`src/rtl/vend_pkg.sv`:
```
// Shared types and constants for the vending slice.
// Holds the dispenser FSM state type, the credit-state encodings the
// upstream vending FSM uses, the coin width and the default stock width.
package vend_pkg;

  localparam int COIN_W      = 1;
  localparam int STOCK_W_DEF = 8;

  typedef enum logic [1:0] {
    IDLE    = 2'd0,
    REQ     = 2'd1,
    RELEASE = 2'd2,
    FAULT   = 2'd3
  } disp_state_t;

  // Credit states of the upstream vending FSM (credit held = state value).
  typedef enum logic [2:0] {
    CREDIT_0 = 3'd0,
    CREDIT_1 = 3'd1,
    CREDIT_2 = 3'd2,
    CREDIT_3 = 3'd3,
    CREDIT_4 = 3'd4
  } vend_state_t;

endpackage

```
`src/rtl/vend_pend_counter.sv`:
```
// Pending-vend counter: saturating up/down counter with a sticky overflow
// flag.
// Ports:
//   clk, rst          clock, async active-high reset
//   inc               request to add one pending vend
//   dec               FSM accepted a vend (only asserted when count > 0)
//   count             current number of queued vends
//   overflow          sticky: an increment was dropped at PEND_MAX
module vend_pend_counter #(
  parameter int PEND_MAX = 3,
  parameter int PEND_W   = $clog2(PEND_MAX + 1)
) (
  input  logic              clk,
  input  logic              rst,
  input  logic              inc,
  input  logic              dec,
  output logic [PEND_W-1:0] count,
  output logic              overflow
);

  always_ff @(posedge clk or posedge rst) begin
    if (rst) begin
      count    <= '0;
      overflow <= 1'b0;
    end else begin
      // Simultaneous inc/dec cancel out, so a full queue never drops a vend
      // in the cycle the FSM takes one out.
      if (inc && !dec) begin
        if (count == PEND_W'(PEND_MAX))
          overflow <= 1'b1;
        else
          count <= count + 1'b1;
      end else if (dec && !inc) begin
        count <= count - 1'b1;
      end
    end
  end

endmodule

```
`src/rtl/vend_dispenser.sv`:
```
// Vend dispenser: queues vend pulses from the vending FSM, runs a req/ack
// handshake with the motor driver, tracks stock, refunds vends that cannot
// be served and faults when the motor never acknowledges.
// Ports:
//   clk, reset        clock, async active-high reset
//   io_vend           one-cycle vend pulse
//   io_motor_ack      motor acknowledge (level)
//   io_refill_valid   refill strobe, io_refill_qty items added
//   io_clear          leaves FAULT
//   io_motor_req      motor request (level)
//   io_refund         one-cycle refund pulse
//   io_overflow       sticky: a vend was dropped on a full queue
//   io_sold_out       stock == 0
//   io_fault          FSM is in FAULT
//   io_stock          current stock
// Build option VEND_DISPENSER_STATS_EN adds io_vend_count and
// io_refund_count (16-bit wrapping event counters).
module vend_dispenser import vend_pkg::*; #(
  parameter int STOCK_W    = STOCK_W_DEF,
  parameter int STOCK_INIT = 16,
  parameter int PEND_MAX   = 3,
  parameter int TIMEOUT    = 200
) (
  input  logic               clk,
  input  logic               reset,
  input  logic               io_vend,
  input  logic               io_motor_ack,
  input  logic               io_refill_valid,
  input  logic [STOCK_W-1:0] io_refill_qty,
  input  logic               io_clear,
  output logic               io_motor_req,
  output logic               io_refund,
  output logic               io_overflow,
  output logic               io_sold_out,
  output logic               io_fault,
  output logic [STOCK_W-1:0] io_stock
`ifdef VEND_DISPENSER_STATS_EN
  ,
  output logic [15:0]        io_vend_count,
  output logic [15:0]        io_refund_count
`endif
);

  localparam int PEND_W = $clog2(PEND_MAX + 1);
  localparam int TMR_W  = $clog2(TIMEOUT + 1);

  disp_state_t         state;
  logic [PEND_W-1:0]   pending;
  logic [STOCK_W-1:0]  stock;
  logic [TMR_W-1:0]    timer;
  logic                accept;
  logic                ack_dec;
  logic [STOCK_W-1:0]  refill_add;
  logic [STOCK_W:0]    stock_sum;
  logic [STOCK_W-1:0]  stock_next;

  assign accept  = (state == IDLE) && (pending != '0);
  assign ack_dec = (state == REQ) && io_motor_ack;

  vend_pend_counter #(
    .PEND_MAX (PEND_MAX),
    .PEND_W   (PEND_W)
  ) u_pend (
    .clk      (clk),
    .rst      (reset),
    .inc      (io_vend),
    .dec      (accept),
    .count    (pending),
    .overflow (io_overflow)
  );

  // Refill and ack-decrement merge into one saturating update. The
  // subtraction cannot borrow: REQ is only entered with stock > 0 and a
  // refill never lowers stock, so the extra bit only ever flags overflow.
  assign refill_add = io_refill_valid ? io_refill_qty : '0;
  assign stock_sum  = {1'b0, stock} + {1'b0, refill_add}
                    - {{STOCK_W{1'b0}}, ack_dec};
  assign stock_next = stock_sum[STOCK_W] ? '1 : stock_sum[STOCK_W-1:0];

  always_ff @(posedge clk or posedge reset) begin
    if (reset) begin
      state        <= IDLE;
      stock        <= STOCK_W'(STOCK_INIT);
      timer        <= '0;
      io_motor_req <= 1'b0;
      io_refund    <= 1'b0;
      io_fault     <= 1'b0;
    end else begin
      stock     <= stock_next;
      io_refund <= 1'b0;
      case (state)
        IDLE: begin
          if (pending != '0) begin
            if (stock != '0) begin
              state        <= REQ;
              timer        <= '0;
              io_motor_req <= 1'b1;
            end else begin
              io_refund <= 1'b1;
            end
          end
        end
        REQ: begin
          if (io_motor_ack) begin
            state        <= RELEASE;
            io_motor_req <= 1'b0;
          end else if (timer == TMR_W'(TIMEOUT - 1)) begin
            state        <= FAULT;
            io_motor_req <= 1'b0;
            io_fault     <= 1'b1;
          end else begin
            timer <= timer + 1'b1;
          end
        end
        RELEASE: begin
          if (!io_motor_ack)
            state <= IDLE;
        end
        FAULT: begin
          if (io_clear) begin
            state    <= IDLE;
            io_fault <= 1'b0;
          end
        end
        default: state <= IDLE;
      endcase
    end
  end

  assign io_stock    = stock;
  assign io_sold_out = (stock == '0);

`ifdef VEND_DISPENSER_STATS_EN
  always_ff @(posedge clk or posedge reset) begin
    if (reset) begin
      io_vend_count   <= '0;
      io_refund_count <= '0;
    end else begin
      if (ack_dec)
        io_vend_count <= io_vend_count + 16'd1;
      if (io_refund)
        io_refund_count <= io_refund_count + 16'd1;
    end
  end
`endif

endmodule

```
`config.mk`:
```
export PLATFORM = sky130hd
export DESIGN_NAME = vend_dispenser
export DESIGN_NICKNAME = d
export VERILOG_FILES = /design/src/rtl/vend_pkg.sv /design/src/rtl/vend_pend_counter.sv /design/src/rtl/vend_dispenser.sv
export SDC_FILE = /design/constraint.sdc
export NUM_CORES = 1
export LEC_CHECK = 0
export BUFFER_PORTS_ARGS = -buffer_cell sky130_fd_sc_hd__buf_2
export CORE_MARGIN = 2
export CORE_UTILIZATION = 50
export CTS_BUF_LIST = sky130_fd_sc_hd__clkbuf_8
export CTS_CLUSTER_SIZE = 25
export DETAILED_ROUTE_END_ITERATION = 10
export PLACE_DENSITY = 0.72
export SLEW_MARGIN = 5
export SYNTH_ARGS = -nofsm -noshare
export SYNTH_HDL_FRONTEND = slang
export SYNTH_HIERARCHICAL = 1
export SYNTH_SLANG_ARGS = --single-unit
```
`constraint.sdc`:
```
create_clock -name clk -period 3.2 [get_ports clk]
set_input_delay 0.64 -clock clk [delete_from_list [all_inputs] [get_ports clk]]
set_output_delay 0.64 -clock clk [all_outputs]
set_load 0.02 [all_outputs]
```
# Yosys cells after proc, flatten, opt, wreduce, memory -nomap -nowiden
# Cells that the tools add are included.
# word_totals
out_inout_bits	13
elab_cells	75
ff_bits	24
input_bits	14
# classes
n_eq_ne	14
n_addsub	5
n_reduce_logical	19
mux	29
# ops
operator	count
$mux 8	6
$mux 2	9
$pmux 8 s2	1
$mux 1	10
$ne 2x2->1 const B	5
$reduce_and 5->1	2
$add 8x8->9	1
$sub 9x1->9	1
$add 8x1->8 const B	1
$eq 8x8->1 const B	1
$logic_not 8->1	1
$pmux 2 s4	1
$reduce_and 4->1	2
$reduce_bool 2->1	4
$reduce_bool 8->1	1
$eq 2x2->1 const B	3
$ne 2x1->1 const B	3
$logic_and 1x1->1	4
$pmux 1 s2	2
$reduce_and 2->1	2
$ne 3x2->1 const B	1
$add 2x1->2 const B	1
$eq 2x1->1 const B	1
$logic_not 1->1	2
other kinds (2)	2

# Logic depth before layout (Yosys ltp)
# Gate-level depths: netlist (run 1).
# logic_depth
ltp_word	6
mapped_depth	11

# Hierarchy
# The synthesis (run 1) kept the hierarchy.
# by_module_without_submodules
module	area_per_inst_um2	n_inst	cells_per_inst
vend_dispenser	1455.1	1	170
vend_pend_counter	145.1	1	15

# Worst setup path before layout (run 1)
# No wires, ideal clock.
# synth_timing
path_type	input port to flip-flop
from	input io_refill_valid
to	register stock[3] (netlist: io_stock[3])
t_arrival_ns	2.679
path_stages	11
t_required_ns	3.050
setup_ns	0.150
n_path_buf	1
slack_ns	0.370
cell_sequence	clkbuf_1 -> nand2_1 -> ha_1 -> inv_1 -> ha_1 -> fa_1 -> nand3_1 -> a21oi_1 -> and3b_1 -> xor2_1 -> o21ai_0
# synth_between
elab_chain_len	4
# synth_lines
item	line	text
from (decl)	vend_dispenser.sv:28	input logic io_refill_valid,
$mux 8	vend_dispenser.sv:75	assign refill_add = io_refill_valid ? io_refill_qty : '0;
$add 8x8->9	vend_dispenser.sv:76	assign stock_sum = {1'b0, stock} + {1'b0, refill_add}
$sub 9x1->9	vend_dispenser.sv:77	- {{STOCK_W{1'b0}}, ack_dec};
$mux 8	vend_dispenser.sv:78	assign stock_next = stock_sum[STOCK_W] ? '1 : stock_sum[STOCK_W-1:0];
named net stock_next[3]	vend_dispenser.sv:55	logic [STOCK_W-1:0] stock_next;
to (signal assigned)	vend_dispenser.sv:83	stock <= STOCK_W'(STOCK_INIT);
to (signal assigned)	vend_dispenser.sv:89	stock <= stock_next;
to (decl)	vend_dispenser.sv:49	logic [STOCK_W-1:0] stock;
# The timed path passes the listed nets, and every way through them passes these cells.
# A chain may end at the register's enable or synchronous reset.

# Final worst setup path (run 1)
# layout_timing
from	register state[1]
to	register stock[3] (netlist: io_stock[3])
# layout_between
elab_chain_len	4
# layout_lines
item	line	text
from (decl)	vend_dispenser.sv:47	disp_state_t state;
from (signal assigned)	vend_dispenser.sv:82	state <= IDLE;
from (signal assigned)	vend_dispenser.sv:95	state <= REQ;
from (signal assigned)	vend_dispenser.sv:105	state <= RELEASE;
$eq 2x1->1	vend_dispenser.sv:58	assign ack_dec = (state == REQ) && io_motor_ack;
$logic_and 1x1->1	vend_dispenser.sv:58	
$sub 9x1->9	vend_dispenser.sv:77	
$mux 8	vend_dispenser.sv:78	
named net stock_next[3]	vend_dispenser.sv:55	
# The timed path passes the listed nets, and every way through them passes these cells.

==> impl_metrics.yaml, run 1 <==
pwr:
  p_leak_nw: 0.964
  ir_worst_vdd_mv: 0.490
  p_per_area_nw_per_um2: 925
setup_path:
  cp-end-kind: "register"
  crit_path_start: "state[1]"
  crit_fanout: 8
  crit_type: "register to register"
  start_kind: "register"
  cp.required_ns: 3.32
  r2r-end: "io_stock[3]"
  reg2reg_depth: 11
  ff2ff_setup_slack_ns: 0.32
  cp_data_arrival_time_ns: 3.00
  rr_startpoint: "state[1]"
global_routing:
  antenna_found_initial: 0
  grt_pass1_vias: 1232
  grt_usage: 0.188
  overflow: 0
  grt_pass1_wl_mm: 5.26
  grt_max_degree: 22
sta:
  hold_ws_ns: 0.233
  max_freq_mhz: 347
  tns_ns: 0
  hold_violations: 0
  finalCritPeriodShare: 0.899
  fin_ws_ns: 0.322
  layout_min_cycle_time_ns: 2.88
  max_slew_margin: 0.479
  slew_viol_final: 0
  setup_violations: 0
  worst_pin_slew_ns: 0.780
  fin_skew_ns: 0.00460
  rsz0062_at_grt: "false"
place:
  dp_slack_ns: 0.141
  gp_congestion: 0.879
  io_buffers: 26
  place_hpwl_mm: 2.54
  postPlaceCellArea_um2: 1780
yosys:
  synthesis.area_um2: 1600
  synth-edff-count: 0
  ys_seq_area_frac: 0.376
  synth_seq_cells: 24
  netlist-cell-type-count: 34
  synth.area.mux_share: 0
  synthFlopType: "dfrtp_1"
  avgSynthCellArea_um2: 8.65
  synthAdderAreaFrac: 0.145
  synth_fp_nets: 217
  synth_top_family_by_area: "simple AND/OR/NAND/NOR gates"
  synth-simple-area-share: 0.199
  async_flop_share: 1.00
  netlist_instances: 185
  synth.yosys.warnings: 6
  synth-compound-area-share: 0.174
  synth-xor-area-share: 0.0383
clocking:
  cts-htree-levels: 1
  cts_resized: 0
  cts_setup_buffers: 0
  clk_pin_slew_ns: 0.08
  clk_latency_ns: 0.26
  cts_tree: "built"
  cts_root_buffer: "clkbuf_8"
  cts_buffers: 3
  cts.sinks: 24
  cts_buffer_depth: 2
  ctsHoldBuffers: 0
floorplanning:
  die_h_um: 60.6
  die_area_um2: 3670
  start_util: 0.524
  core_area_um2: 3050
  rows: 20
  io_pins: 27
  die_x_um: 60.6
route:
  wl_per_cell_um: 12.3
  wirelength_mm: 3.17
  viasPerCell: 5.20
  vias: 1341
  drt_iter0_drc: 38
  drc: 0
  ant_nets: 0
  drtPass1Iterations: 4
cells_and_area:
  layout_commonest_cell: "inv_1"
  nNetsFinal: 247
  areaGrowthSynthToFinish_pct: 15.8
  regArea_um2: 602
  final_cell_mix: "28 x inv_1, 26 x buf_2, 24 x nand2_1"
  multiInputGateArea_um2: 890
  nFillCells: 276
  n_antenna_cell: 0
  layout-drive-gt1-share: 0.173
  fin_area_um2: 1850
worst_hold_path:
  hold_path.class: "input pin to asynchronous set/reset pin"
job:
  cap_viol_max_count: 0
run_status:
  status: "finished, final reports clean"
## layout make-up
class / instances / share of cell area
clock buffers: 3 / 0.0223
clock inverters: 1 / 0.0162
inverters: 28 / 0.0567
multi-input cells: 132 / 0.480
flip-flops and latches: 24 / 0.325
well taps: 44 / 0.0297
repair buffers: 26 / 0.0702
## metal layers
metal,share of wire,vias up,track usage
li1,-,684,-
met1,0.48,624,0.253
met2,0.48,33,0.327
met3,0.044,0,0.0426
met4,0,0,0.00932
met5,0,-,0
## sequential cells by signal (all words and copies together) (netlist names)
register	count
u_pend/overflow	1
io_motor_req	1
state	2
timer	8
io_fault	1
io_stock	8
io_refund	1
u_pend/count	2
## power by group
group,internal (W),switching (W)
Clock,0.000167,0.0000950
Sequential,0.000394,0.0000844
Combinational,0.000404,0.000569
Total,0.000965,0.000749
## critical path, cell delays in order (launching register included)
cell and delay [ns]:
dfrtp_1 0.45, nand2b_1 0.25, nor2_1 0.08, ha_1 0.28, inv_1 0.04, ha_1 0.22
fa_1 0.41, nand3_1 0.12, a21oi_1 0.07, and3b_1 0.23, xor2_1 0.43, o21ai_0 0.17
## metrics by stage
| step | utilization | std cells | power [W] |
|---|---|---|---|
| 5_1_grt | 0.607 | 258 | 0.00187 |
| 6_report | 0.607 | 258 | 0.00171 |
| 4_1_cts | 0.607 | 258 | 0.00172 |
| 3_3_place_gp | 0.584 | 254 | 0.00141 |
| 2_1_floorplan | - | 185 | 0.00122 |
| 3_5_place_dp | 0.584 | 254 | 0.00145 |
## cell usage after synthesis (all sizes together), types with 2 or more instances
master   n  area, um^2
nor4     2        12.5
nor3     3        15.0
xnor2    3        26.3
nand3    5        25.0
a31oi    2        12.5
o31ai    2        15.0
dfrtp   23         576
inv     28         105
and3     4        25.0
ha      17         213
a21o     3        22.5
nor2    13        48.8
o21ai   17        85.1
a21oi    7        35.0
o211ai   2        28.8
nand2   24        90.1
o22ai    3        18.8
nor2b    4        25.0
a211oi   2        15.0
xor2     4        35.0
nand2b   5        31.3
## how the worst max path moves through the flow
stage | to | slack [ns]
2_1_floorplan | io_stock[3] | 0.37
3_3_place_gp | io_stock[3] | 0.25
3_5_place_dp | io_stock[3] | 0.14
4_1_cts | io_stock[3] | 0.33
5_1_grt | io_stock[3] | 0.07
6_report | io_stock[3] | 0.32
## cells by family (layout without fill, tap and decap cells)
logic type      after synthesis  count (layout)
compound gates               42              42
xor+xnor                      7               7
fa+ha+maj                    18              18
buf+inv                      29              58
flops                        24              24
simple gates                 65              65
(Power assumes the default switching activity.)
==> inputs of run 2 (changes only) <==
ABC_AREA = 1   (was unset)
PLACE_DENSITY = 0.71   (was 0.72)
==> impl_metrics.yaml, run 2 <==
run_status:
  status: "finished, final reports clean"
cells_and_area:
  final_cell_mix: "84 x nand2_1, 49 x inv_1, 26 x buf_2"
  layout-drive-gt1-share: 0.160
  layout_commonest_cell: "nand2_1"
  n_antenna_cell: 0
  fin_util: 0.605
  nFillCells: 309
  areaGrowthSynthToFinish_pct: 14.2
  multiInputGateArea_um2: 986
  nNetsFinal: 320
  regArea_um2: 602
route:
  ant_nets: 0
  drt_iter0_drc: 86
  viasPerCell: 4.92
  vias: 1637
  wl_per_cell_um: 10.9
  wirelength_mm: 3.63
  drc: 0
  drtPass1Iterations: 4
global_routing:
  antenna_found_initial: 0
  grt_max_degree: 22
  grt_pass1_wl_mm: 6.42
  overflow: 0
  grt_usage: 0.197
  grt_pass1_vias: 1574
floorplanning:
  io_pins: 27
  die_x_um: 63.9
  start_util: 0.530
  core_area_um2: 3390
  rows: 21
  die_area_um2: 4090
  die_h_um: 63.9
yosys:
  netlist_top_cells_count: "84 x nand2_1, 49 x inv_1, 23 x dfrtp_1"
  synthesis.area_um2: 1800
  yosysMostFrequentCell: "nand2_1"
  synth_fp_nets: 290
  synth.yosys.warnings: 6
  ys_seq_area_frac: 0.335
  yosys.area.top_type: "dfrtp_1"
  synthFlopType: "dfrtp_1"
  netlist.area_leader.share: 0.320
  synth_seq_cells: 24
  async_flop_share: 1.00
  avgSynthCellArea_um2: 6.96
  netlist-cell-type-count: 30
  synth_area_leaders: "dfrtp_1 32%, nand2_1 18%, ha_1 12%"
  synth-edff-count: 0
  netlist_instances: 258
pwr:
  p_per_area_nw_per_um2: 884
  internal_power_w: 0.000954
  p_sw_w: 0.000861
  pwr-share-comb: 0.585
  ir_worst_vdd_mv: 0.469
  seq_power_share: 0.265
  p_leak_nw: 1.20
  power_frac_clock: 0.150
  power.total_w: 0.00181
  swShare: 0.474
clocking:
  clk_pin_slew_ns: 0.09
  cts-htree-levels: 1
  cts_buffers: 3
  cts_resized: 0
  cts.sinks: 24
  cts_setup_buffers: 0
  cts_root_buffer: "clkbuf_8"
  ctsHoldBuffers: 0
  cts_buffer_depth: 2
  clk_latency_ns: 0.27
  cts_tree: "built"
place:
  dp_slack_ns: 0.584
  place_hpwl_mm: 2.91
  io_buffers: 26
  gp_congestion: 0.873
sta:
  tns_ns: 0
  rsz0062_at_grt: "false"
  hold_violations: 0
  worst_pin_slew_ns: 0.799
  fin_skew_ns: 0.00313
  hold_ws_ns: 0.224
  setup_violations: 0
  slew_viol_final: 0
  max_freq_mhz: 421
  finalCritPeriodShare: 0.742
  fin_ws_ns: 0.827
  max_slew_margin: 0.467
  layout_min_cycle_time_ns: 2.37
setup_path:
  cp-end-kind: "register"
  crit_fanout: 8
  cp_data_arrival_time_ns: 2.53
  crit_type: "register to register"
  cp.required_ns: 3.35
  reg2reg_depth: 13
  start_kind: "register"
  ff2ff_setup_slack_ns: 0.83
worst_hold_path:
  hold_path.class: "input pin to asynchronous set/reset pin"
job:
  cap_viol_max_count: 0
-- run 2: changes by cell type in the layout (fill, tap and decap cells not counted), moves of 8 or more --
cell and change:
nand2_1 +60, inv_1 +21, o21ai_0 -14, nand3_1 +10, nor2_1 +8
-- run 2: final timing paths --
kind	start	end
worst min-delay path	reset	u_pend/count[0]
worst min register to register	io_motor_req	io_motor_req
min in group clk	io_motor_req	io_motor_req
max in group asynchronous	reset	io_refund
worst max register to register	state[1]	io_stock[5]
worst max-delay path	state[1]	io_stock[5]
-- run 2: area by class of cell --
| cell class | instances | area share |
|---|---|---|
| tap | 46 | 0.0280 |
| clock inverter | 1 | 0.0146 |
| inverter | 54 | 0.100 |
| multi-input combinational | 179 | 0.480 |
| sequential | 24 | 0.293 |
| timing repair buffer | 26 | 0.0634 |
| clock buffer | 3 | 0.0201 |
-- run 2: cells by family (layout without fill, tap and decap cells) --
logic type,after synthesis,in the layout,share of synthesized area
AOI/OAI and AO/OA,15,15,0.0501
xor gates and xnor gates,5,5,0.0244
adders and majority gates,18,18,0.130
buffers and inverters,55,84,0.116
DFF,24,24,0.335
and+or+nand+nor,141,141,0.345
-- run 2: critical path, stage by stage (launching register included) --
cell and delay [ns]:
dfrtp_1 0.43, inv_2 0.10, nand2_4 0.13, nor2_1 0.06, ha_1 0.27, inv_1 0.04
ha_1 0.21, fa_1 0.39, nand2_1 0.10, nand2_1 0.09, nand3_1 0.11, nand3b_1 0.09
nand2_2 0.15, nand3_1 0.09
-- run 2: power by group through the flow --
stage | combinational [W] | clock (W) | sequential (W)
2_1_floorplan | 0.000795 | 0 | 0.000518
3_3_place_gp | 0.00105 | 0 | 0.000487
3_5_place_dp | 0.00106 | 0 | 0.000487
4_1_cts | 0.00106 | 0.000276 | 0.000481
5_1_grt | 0.00124 | 0.000284 | 0.000494
6_report | 0.00106 | 0.000272 | 0.000481
-- run 2: per-stage QoR --
stage | instance area [um^2] | instances
floorplan | 1800 | 258
global placement | 1980 | 329
detailed placement | 1980 | 329
CTS | 2050 | 333
global route | 2050 | 333
finish | 2050 | 333
-- run 2: per-layer routing --
layer  GRT usage  vias to the layer above  routed length, um
li1            -                      841                  -
met1       0.243                      755               1700
met2       0.349                       35               1750
met3      0.0211                        6                113
met4      0.0788                        0                 63
met5           0                        -                  0
